[config.mk]
export PLATFORM = sky130hd
export DESIGN_NAME = coin_acceptor
export DESIGN_NICKNAME = d
export VERILOG_FILES = /design/src/rtl/coin_acceptor_pkg.sv /design/src/rtl/coin_debounce.sv /design/src/rtl/coin_acceptor.sv
export SDC_FILE = /design/constraint.sdc
export NUM_CORES = 1
export LEC_CHECK = 0
export ABC_AREA = 1
export BUFFER_PORTS_ARGS = -buffer_cell sky130_fd_sc_hd__buf_2
export CORE_MARGIN = 2
export CORE_UTILIZATION = 54
export DETAILED_ROUTE_END_ITERATION = 8
export HOLD_SLACK_MARGIN = 0.05
export PLACE_DENSITY = 0.73
export SYNTH_ARGS = -nofsm -noshare
export SYNTH_HDL_FRONTEND = slang
export SYNTH_SLANG_ARGS = --single-unit
[constraint.sdc]
create_clock -name clock -period 4.83 [get_ports clock]
set_input_delay 0.2415 -clock clock [delete_from_list [all_inputs] [get_ports clock]]
set_output_delay 0.2415 -clock clock [all_outputs]
set_load 0.05 [all_outputs]
[src/rtl/coin_acceptor_pkg.sv]
// Shared coin encodings and default timing/queue sizes for the coin acceptor.
// No logic; imported by every coin_acceptor file.
package coin_acceptor_pkg;

    typedef enum logic {
        COIN_NICKEL = 1'b0,
        COIN_DIME   = 1'b1
    } coin_e;

    localparam int DEBOUNCE_CYCLES_DEF = 16;
    localparam int FIFO_DEPTH_DEF      = 4;

endpackage

[src/rtl/coin_debounce.sv]
// Two-flop synchroniser plus counter debouncer; rise pulses on a debounced 0->1 flip.
// Latency: 2 sync cycles + DEBOUNCE_CYCLES stable samples; no backpressure (free-running).
module coin_debounce
    import coin_acceptor_pkg::*;
#(
    parameter int DEBOUNCE_CYCLES = DEBOUNCE_CYCLES_DEF,
    parameter int CNT_W           = 5
) (
    input  logic clock,
    input  logic reset,
    input  logic sense,
    output logic rise
);

    logic             sync1_q, sync1_d;
    logic             sync2_q, sync2_d;
    logic             level_q, level_d;
    logic [CNT_W-1:0] cnt_q, cnt_d;

    always_comb begin
        sync1_d = sense;
        sync2_d = sync1_q;
        level_d = level_q;
        cnt_d   = '0;
        rise    = 1'b0;
        // The counter only runs while the synchronised line disagrees with the accepted level.
        if (sync2_q != level_q) begin
            if (cnt_q == CNT_W'(DEBOUNCE_CYCLES - 1)) begin
                level_d = sync2_q;
                rise    = sync2_q;
            end else begin
                cnt_d = cnt_q + 1'b1;
            end
        end
    end

    always_ff @(posedge clock) begin
        if (reset) begin
            sync1_q <= 1'b0;
            sync2_q <= 1'b0;
            level_q <= 1'b0;
            cnt_q   <= '0;
        end else begin
            sync1_q <= sync1_d;
            sync2_q <= sync2_d;
            level_q <= level_d;
            cnt_q   <= cnt_d;
        end
    end

endmodule

[src/rtl/coin_acceptor.sv]
// Debounced coin sensors feeding a small coin queue; releases one nickel/dime pulse per cycle.
// Latency DEBOUNCE_CYCLES+2 from raw rise; hold stalls release, a full queue drops coins with coin_reject.
module coin_acceptor
    import coin_acceptor_pkg::*;
#(
    parameter int DEBOUNCE_CYCLES = DEBOUNCE_CYCLES_DEF,
    parameter int CNT_W           = 5,
    parameter int FIFO_DEPTH      = FIFO_DEPTH_DEF,
    parameter int PTR_W           = 2
) (
    input  logic             clock,
    input  logic             reset,
    input  logic             nickel_sense,
    input  logic             dime_sense,
    input  logic             hold,
    output logic             nickel_in,
    output logic             dime_in,
    output logic             coin_reject,
    output logic [PTR_W:0]   coin_count
);

    logic             nickel_rise, dime_rise;
    coin_e            mem_q [FIFO_DEPTH];
    coin_e            mem_d [FIFO_DEPTH];
    logic [PTR_W-1:0] wr_ptr_q, wr_ptr_d;
    logic [PTR_W-1:0] rd_ptr_q, rd_ptr_d;
    logic [PTR_W-1:0] dime_slot;
    logic [PTR_W:0]   count_q, count_d;
    logic [PTR_W:0]   free_slots;
    logic             reject_q, reject_d;
    logic             pop, nickel_push, dime_push;

    coin_debounce #(
        .DEBOUNCE_CYCLES (DEBOUNCE_CYCLES),
        .CNT_W           (CNT_W)
    ) u_nickel_db (
        .clock (clock),
        .reset (reset),
        .sense (nickel_sense),
        .rise  (nickel_rise)
    );

    coin_debounce #(
        .DEBOUNCE_CYCLES (DEBOUNCE_CYCLES),
        .CNT_W           (CNT_W)
    ) u_dime_db (
        .clock (clock),
        .reset (reset),
        .sense (dime_sense),
        .rise  (dime_rise)
    );

    always_comb begin
        pop       = (count_q != '0) && !hold;
        nickel_in = pop && (mem_q[rd_ptr_q] == COIN_NICKEL);
        dime_in   = pop && (mem_q[rd_ptr_q] == COIN_DIME);

        // A slot freed by this cycle's pop is reusable at the same edge.
        free_slots  = (PTR_W+1)'(FIFO_DEPTH) - count_q + (PTR_W+1)'(pop);
        nickel_push = nickel_rise && (free_slots != '0);
        dime_push   = dime_rise && (nickel_push ? (free_slots >= (PTR_W+1)'(2))
                                                : (free_slots != '0));

        mem_d     = mem_q;
        dime_slot = wr_ptr_q + PTR_W'(nickel_push);
        if (nickel_push) mem_d[wr_ptr_q] = COIN_NICKEL;
        if (dime_push)   mem_d[dime_slot] = COIN_DIME;

        wr_ptr_d = wr_ptr_q + PTR_W'(nickel_push) + PTR_W'(dime_push);
        rd_ptr_d = rd_ptr_q + PTR_W'(pop);
        count_d  = count_q + (PTR_W+1)'(nickel_push) + (PTR_W+1)'(dime_push)
                           - (PTR_W+1)'(pop);
        reject_d = (nickel_rise && !nickel_push) || (dime_rise && !dime_push);
    end

    always_ff @(posedge clock) begin
        if (reset) begin
            mem_q    <= '{default: COIN_NICKEL};
            wr_ptr_q <= '0;
            rd_ptr_q <= '0;
            count_q  <= '0;
            reject_q <= 1'b0;
        end else begin
            mem_q    <= mem_d;
            wr_ptr_q <= wr_ptr_d;
            rd_ptr_q <= rd_ptr_d;
            count_q  <= count_d;
            reject_q <= reject_d;
        end
    end

    assign coin_reject = reject_q;
    assign coin_count  = count_q;

endmodule

==> results of run 1 <==
## logic make-up after synthesis
group | share of synthesized area
adder cells (fa/ha/maj) | 0.116
buffers and inverters | 0.112
flip-flops | 0.393
AO/OA/AOI/OAI | 0.0711
AND/OR/NAND/NOR | 0.283
XOR/XNOR | 0.0246
## registers in the layout, summed over array words and instances (netlist names)
register	flops
u_dime_db.cnt_q	5
u_nickel_db.cnt_q	5
mem_q	4
coin_count	3
rd_ptr_q	2
wr_ptr_q	2
coin_reject	1
u_dime_db.level_q	1
u_dime_db.sync1_q	1
u_dime_db.sync2_q	1
u_nickel_db.level_q	1
u_nickel_db.sync1_q	1
u_nickel_db.sync2_q	1
## area by class of cell
class,count,area share
repair buffers,10,0.0325
clock buffers,4,0.0236
flip-flops and latches,28,0.364
multi-input cells,112,0.458
well taps,30,0.0244
inverters,40,0.0976
## power breakdown
group | switching, mW | total (mW) | internal [mW]
Clock | 0.0714 | 0.118 | 0.0463
Sequential | 0.0177 | 0.267 | 0.249
Combinational | 0.202 | 0.296 | 0.0945
## worst min-delay path by stage
stage                                   start                              to  slack (ps)  cells after the start
2_1_floorplan                      dime_sense    u_dime_db.sync1_q$_SDFF_PP0_         350                      2
4_1_cts                            dime_sense    u_dime_db.sync1_q$_SDFF_PP0_          70                      3
3_3_place_gp   u_nickel_db.sync1_q$_SDFF_PP0_  u_nickel_db.sync2_q$_SDFF_PP0_         390                      2
5_1_grt                            dime_sense    u_dime_db.sync1_q$_SDFF_PP0_          70                      3
6_report                           dime_sense    u_dime_db.sync1_q$_SDFF_PP0_          80                      3
3_5_place_dp   u_nickel_db.sync1_q$_SDFF_PP0_  u_nickel_db.sync2_q$_SDFF_PP0_         400                      2
## Yosys cell counts (3+ instances only)
cell,n
a21oi_1,13
dfxtp_1,28
ha_1,10
nand4_1,3
nand2_2,3
inv_2,5
xor2_1,3
o21ai_0,3
nand2_1,23
inv_1,35
nor2_1,28
nand3_1,14
## worst max-delay path, delay by kind of cell, from the launching register on
family | cells | cell delay (ps)
simple gates | 4 | 360
buf+inv | 5 | 350
compound gates | 1 | 230
fa+ha+maj | 5 | 1470
flops | 1 | 440
## routing by layer
metal,routed length [um],track usage,part of all wire
met1,1080,0.199,0.45
met2,1220,0.310,0.51
met3,48,0.0304,0.020
met4,65,0.0941,0.027
met5,0,0,0
==> impl_metrics.json, run 1 <==
{
  "outcome": "completed",
  "nFillCells": 237,
  "r2r_slack_ps": 1860,
  "coreArea_mm2": 0.00250,
  "yosysTopAreaCellShare": 0.393,
  "syn_to_final_growth_pct": 7.99,
  "firstDrtPassIters": 4,
  "reg2reg_depth": 15,
  "fin_area_mm2": 0.00154,
  "final_cells": 224,
  "port_buffers": 10,
  "diodes": 0,
  "wl_per_cell_um": 10.8,
  "slew_viol_final": 0,
  "vias": 1096,
  "post-cts-setup-buffers": 0,
  "grt_max_degree": 18,
  "hold_buffers": 0,
  "grt_pass1_vias": 1044,
  "die_h_um": 55.4,
  "startpoint": "coin_count[2]$_SDFF_PP0_",
  "leakage_nw": 0.673,
  "crit_fanout": 5,
  "syn_area_per_cell_um2": 7.83,
  "crit_path_max_incr_delay_ps": 440,
  "die_area_mm2": 0.00307,
  "r2r_end": "coin_count[1]$_SDFF_PP0_",
  "hold-worst-slack_ps": 83.6,
  "ys_seq_elements": 28,
  "final_util": 0.616,
  "ys_async_sr_fraction": 0,
  "gp_congestion": 0.834,
  "place_area_mm2": 0.00150,
  "post-place-ws_ps": 1870,
  "r2r_start": "coin_count[2]$_SDFF_PP0_",
  "setup_viol": 0,
  "antenna_left": 0,
  "layout-drive-gt1-share": 0.160,
  "initial_core_util": 0.570,
  "path_cells": "inv_2 -> a31oi_4 -> inv_2 -> ha_1 -> inv_1 -> ha_1 -> nor2_4 -> nand3_4 -> nand2_1 -> ha_1 -> fa_1 -> inv_1 -> fa_1 -> inv_1 -> nor2_1",
  "dp.cells": 220,
  "period_minus_slack_ps": 2970,
  "ios": 11,
  "die_w_um": 55.4,
  "yosysTopAreaCell": "dfxtp_1",
  "cp.arrival_ps": 3210,
  "ctsResizeCount": 0,
  "via_per_inst": 4.89,
  "period_share": 0.615,
  "cts_tree": "built",
  "clock_skew_ps": 6.25,
  "crit_end": "coin_count[1]$_SDFF_PP0_",
  "grt_pass1_wl_mm": 4.28,
  "grt_overflow_total": 0,
  "cp_data_required_time_ps": 5070,
  "max-slew-margin-rel": 0.780,
  "fmax_ghz": 0.337,
  "start_kind": "flop",
  "clkTransAtPathRegs_ps": 150,
  "drc": 0,
  "syn_nets": 199,
  "rsz0062_at_grt": "false",
  "ff_latch_area_um2": 561,
  "grt_antenna_before_repair": 0,
  "cts_made_buffers": 3,
  "synth_edf_count": 0,
  "multi_input_area_um2": 704,
  "grt_usage": 0.175,
  "layout_common_cells": "inv_1, nor2_1, dfxtp_1",
  "cts_buffer_depth": 2,
  "drv_cap": 0,
  "peakVddDrop_uv": 385,
  "clock_sinks": 28,
  "power_density_mw_per_mm2": 442,
  "drt-initial-drc-count": 11,
  "timing.setup.tns_ps": 0,
  "synthFlopType": "dfxtp_1",
  "crit_slowest_cell": "dfxtp_1",
  "syn_inst": 182,
  "synth_area_mm2": 0.00143,
  "critPathKind": "flop to flop",
  "hold_class": "primary input to flop",
  "worst_slew_pin_slew_ps": 330,
  "synth_area_leaders": "dfxtp_1, inv_1, ha_1, nor2_1, nand2_1",
  "clock-root-buffer": "clkbuf_4",
  "rows": 18,
  "endpoint_kind": "flop",
  "layout.nets": 212,
  "totalWireLength_mm": 2.42,
  "yosys_warnings": 0,
  "synth.distinct_cells": 21,
  "setup_slack_ps": 1860,
  "hold_viol": 0,
  "dp_hpwl_mm": 1.94,
  "htree_levels": 1,
  "p_total_uw": 681,
  "synth-seq-area-share": 0.393,
  "final_common_cell": "inv_1",
  "clk_latency_ps": 340
}
No activity file was read; power rests on OpenSTA's default activity.
==> run 2, diff against run 1 <==
==> constraint.sdc (replaced) <==
create_clock -name clock -period 2.8 [get_ports clock]
set_input_delay 0.14 -clock clock [delete_from_list [all_inputs] [get_ports clock]]
set_output_delay 0.14 -clock clock [all_outputs]
set_load 0.05 [all_outputs]
==> impl_metrics.json, run 2 (synthesis results as in run 1) <==
{
  "hold_class": "primary input to flop",
  "die_w_um": 55.4,
  "cts_tree": "built",
  "r2r_slack_ps": 160,
  "hold-worst-slack_ps": 166,
  "timing.setup.tns_ps": 0,
  "grt_pass1_vias": 1050,
  "layout.nets": 221,
  "antenna_left": 0,
  "diodes": 0,
  "worst_slew_pin_slew_ps": 331,
  "grt_max_degree": 18,
  "vias": 1135,
  "grt_pass1_wl_mm": 4.23,
  "min_from": "reset",
  "htree_levels": 1,
  "firstDrtPassIters": 4,
  "cts_buffer_depth": 2,
  "die_area_mm2": 0.00307,
  "rsz0062_at_grt": "false",
  "power_density_mw_per_mm2": 801,
  "via_per_inst": 4.87,
  "syn_to_final_growth_pct": 15.9,
  "grt_antenna_before_repair": 0,
  "cts_made_buffers": 3,
  "drv_cap": 0,
  "initial_core_util": 0.570,
  "peakVddDrop_uv": 637,
  "dp_hpwl_mm": 1.84,
  "grt_overflow_total": 0,
  "reg2reg_depth": 15,
  "port_buffers": 10,
  "cp.arrival_ps": 2870,
  "drc": 0,
  "start_kind": "flop",
  "layout-drive-gt1-share": 0.232,
  "period_minus_slack_ps": 2640,
  "period_share": 0.944,
  "clock-root-buffer": "clkbuf_4",
  "leakage_nw": 0.719,
  "dp.cells": 223,
  "hold_viol": 0,
  "r2r_start": "coin_count[2]$_SDFF_PP0_",
  "slew_viol_final": 0,
  "layout_common_cells": "inv_1, nor2_1, dfxtp_1",
  "endpoint_kind": "flop",
  "min_path_cells": 2,
  "final_cells": 233,
  "ios": 11,
  "gp_congestion": 0.782,
  "clk_latency_ps": 330,
  "r2r_end": "coin_count[1]$_SDFF_PP0_",
  "clkTransAtPathRegs_ps": 150,
  "clock_skew_ps": 11.7,
  "rows": 18,
  "reg.largest.list": "u_dime_db.cnt_q (5), u_nickel_db.cnt_q (5), mem_q (4)",
  "final_common_cell": "inv_1",
  "die_h_um": 55.4,
  "crit_fanout": 3,
  "critPathKind": "flop to flop",
  "cp_data_required_time_ps": 3030,
  "setup_viol": 0,
  "totalWireLength_mm": 2.44,
  "fmax_ghz": 0.378,
  "clock_sinks": 28,
  "min_to": "u_dime_db.sync2_q$_SDFF_PP0_",
  "coreArea_mm2": 0.00250,
  "drt-initial-drc-count": 26,
  "max-slew-margin-rel": 0.779,
  "outcome": "completed",
  "grt_usage": 0.167,
  "wl_per_cell_um": 10.5
}
run 2: cell types whose count changed in the layout (fill, tap and decap cells not counted), sizes merged:
cell,previous run,this run
buf,10,17
dlygate4sd3,0,2
run 2: area by class of cell:
type                    instances  area, um2
flip-flops and latches         28        572
well taps                      30       37.5
inverters                      40        150
clock buffers                   4       47.5
multi-input cells             112        722
repair buffers                 19        123
fillers                       218        848
run 2: worst max path at each step:
stage                              from                       end  slack, ps
6_report       coin_count[2]$_SDFF_PP0_  coin_count[1]$_SDFF_PP0_        160
5_1_grt        coin_count[0]$_SDFF_PP0_  coin_count[1]$_SDFF_PP0_          2
4_1_cts        coin_count[0]$_SDFF_PP0_  coin_count[1]$_SDFF_PP0_         20
3_5_place_dp   coin_count[2]$_SDFF_PP0_  coin_count[1]$_SDFF_PP0_         10
3_3_place_gp   coin_count[2]$_SDFF_PP0_  coin_count[1]$_SDFF_PP0_        110
2_1_floorplan  coin_count[0]$_SDFF_PP0_  coin_count[1]$_SDFF_PP0_          3
run 2: repair_timing:
action / 4_1_cts / 5_1_grt
endpoints found under the hold margin: 2 / 0
buffers inserted: 1 / 3
hold buffers: 2 / 0
pin swaps: 1 / 3
resized for setup: 0 / 7
endpoints found under the setup margin: 1 / 2
run 2: where the power goes:
part / internal (mW) / switching (mW) / leakage [nW] / total, mW
Combinational: 0.247 / 0.384 / 0.463 / 0.630
Clock: 0.109 / 0.119 / 0.0261 / 0.228
Sequential: 0.439 / 0.0251 / 0.229 / 0.464
Total: 0.794 / 0.528 / 0.719 / 1.32
run 2: critical path, cell delays in order, from the launching register on:
cell	delay (ps)
dfxtp_4	380
inv_2	60
a31oi_4	190
inv_2	50
ha_1	180
inv_2	60
ha_4	200
nor2_4	130
nand3_4	80
nand2_2	70
ha_1	230
fa_2	340
inv_2	60
fa_1	380
inv_1	80
nor2_1	40
run 2: metrics by stage:
step | power [mW] | area (um2) | worst slack, ps | utilization
2_1_floorplan | 0.898 | 1440 | 3.43 | -
3_3_place_gp | 0.998 | 1540 | 106 | 0.615
3_5_place_dp | 1.02 | 1540 | 12.9 | 0.615
4_1_cts | 1.26 | 1610 | 15.9 | 0.645
5_1_grt | 1.41 | 1650 | 1.63 | 0.661
6_report | 1.32 | 1650 | 158 | 0.661
run 2: metal layers:
| metal | vias up | GRT usage | share of wire |
|---|---|---|---|
| met5 | - | 0 | 0 |
| met4 | 0 | 0.0523 | 0.0037 |
| li1 | 606 | - | - |
| met3 | 2 | 0.0281 | 0.020 |
| met1 | 512 | 0.211 | 0.47 |
| met2 | 15 | 0.291 | 0.51 |
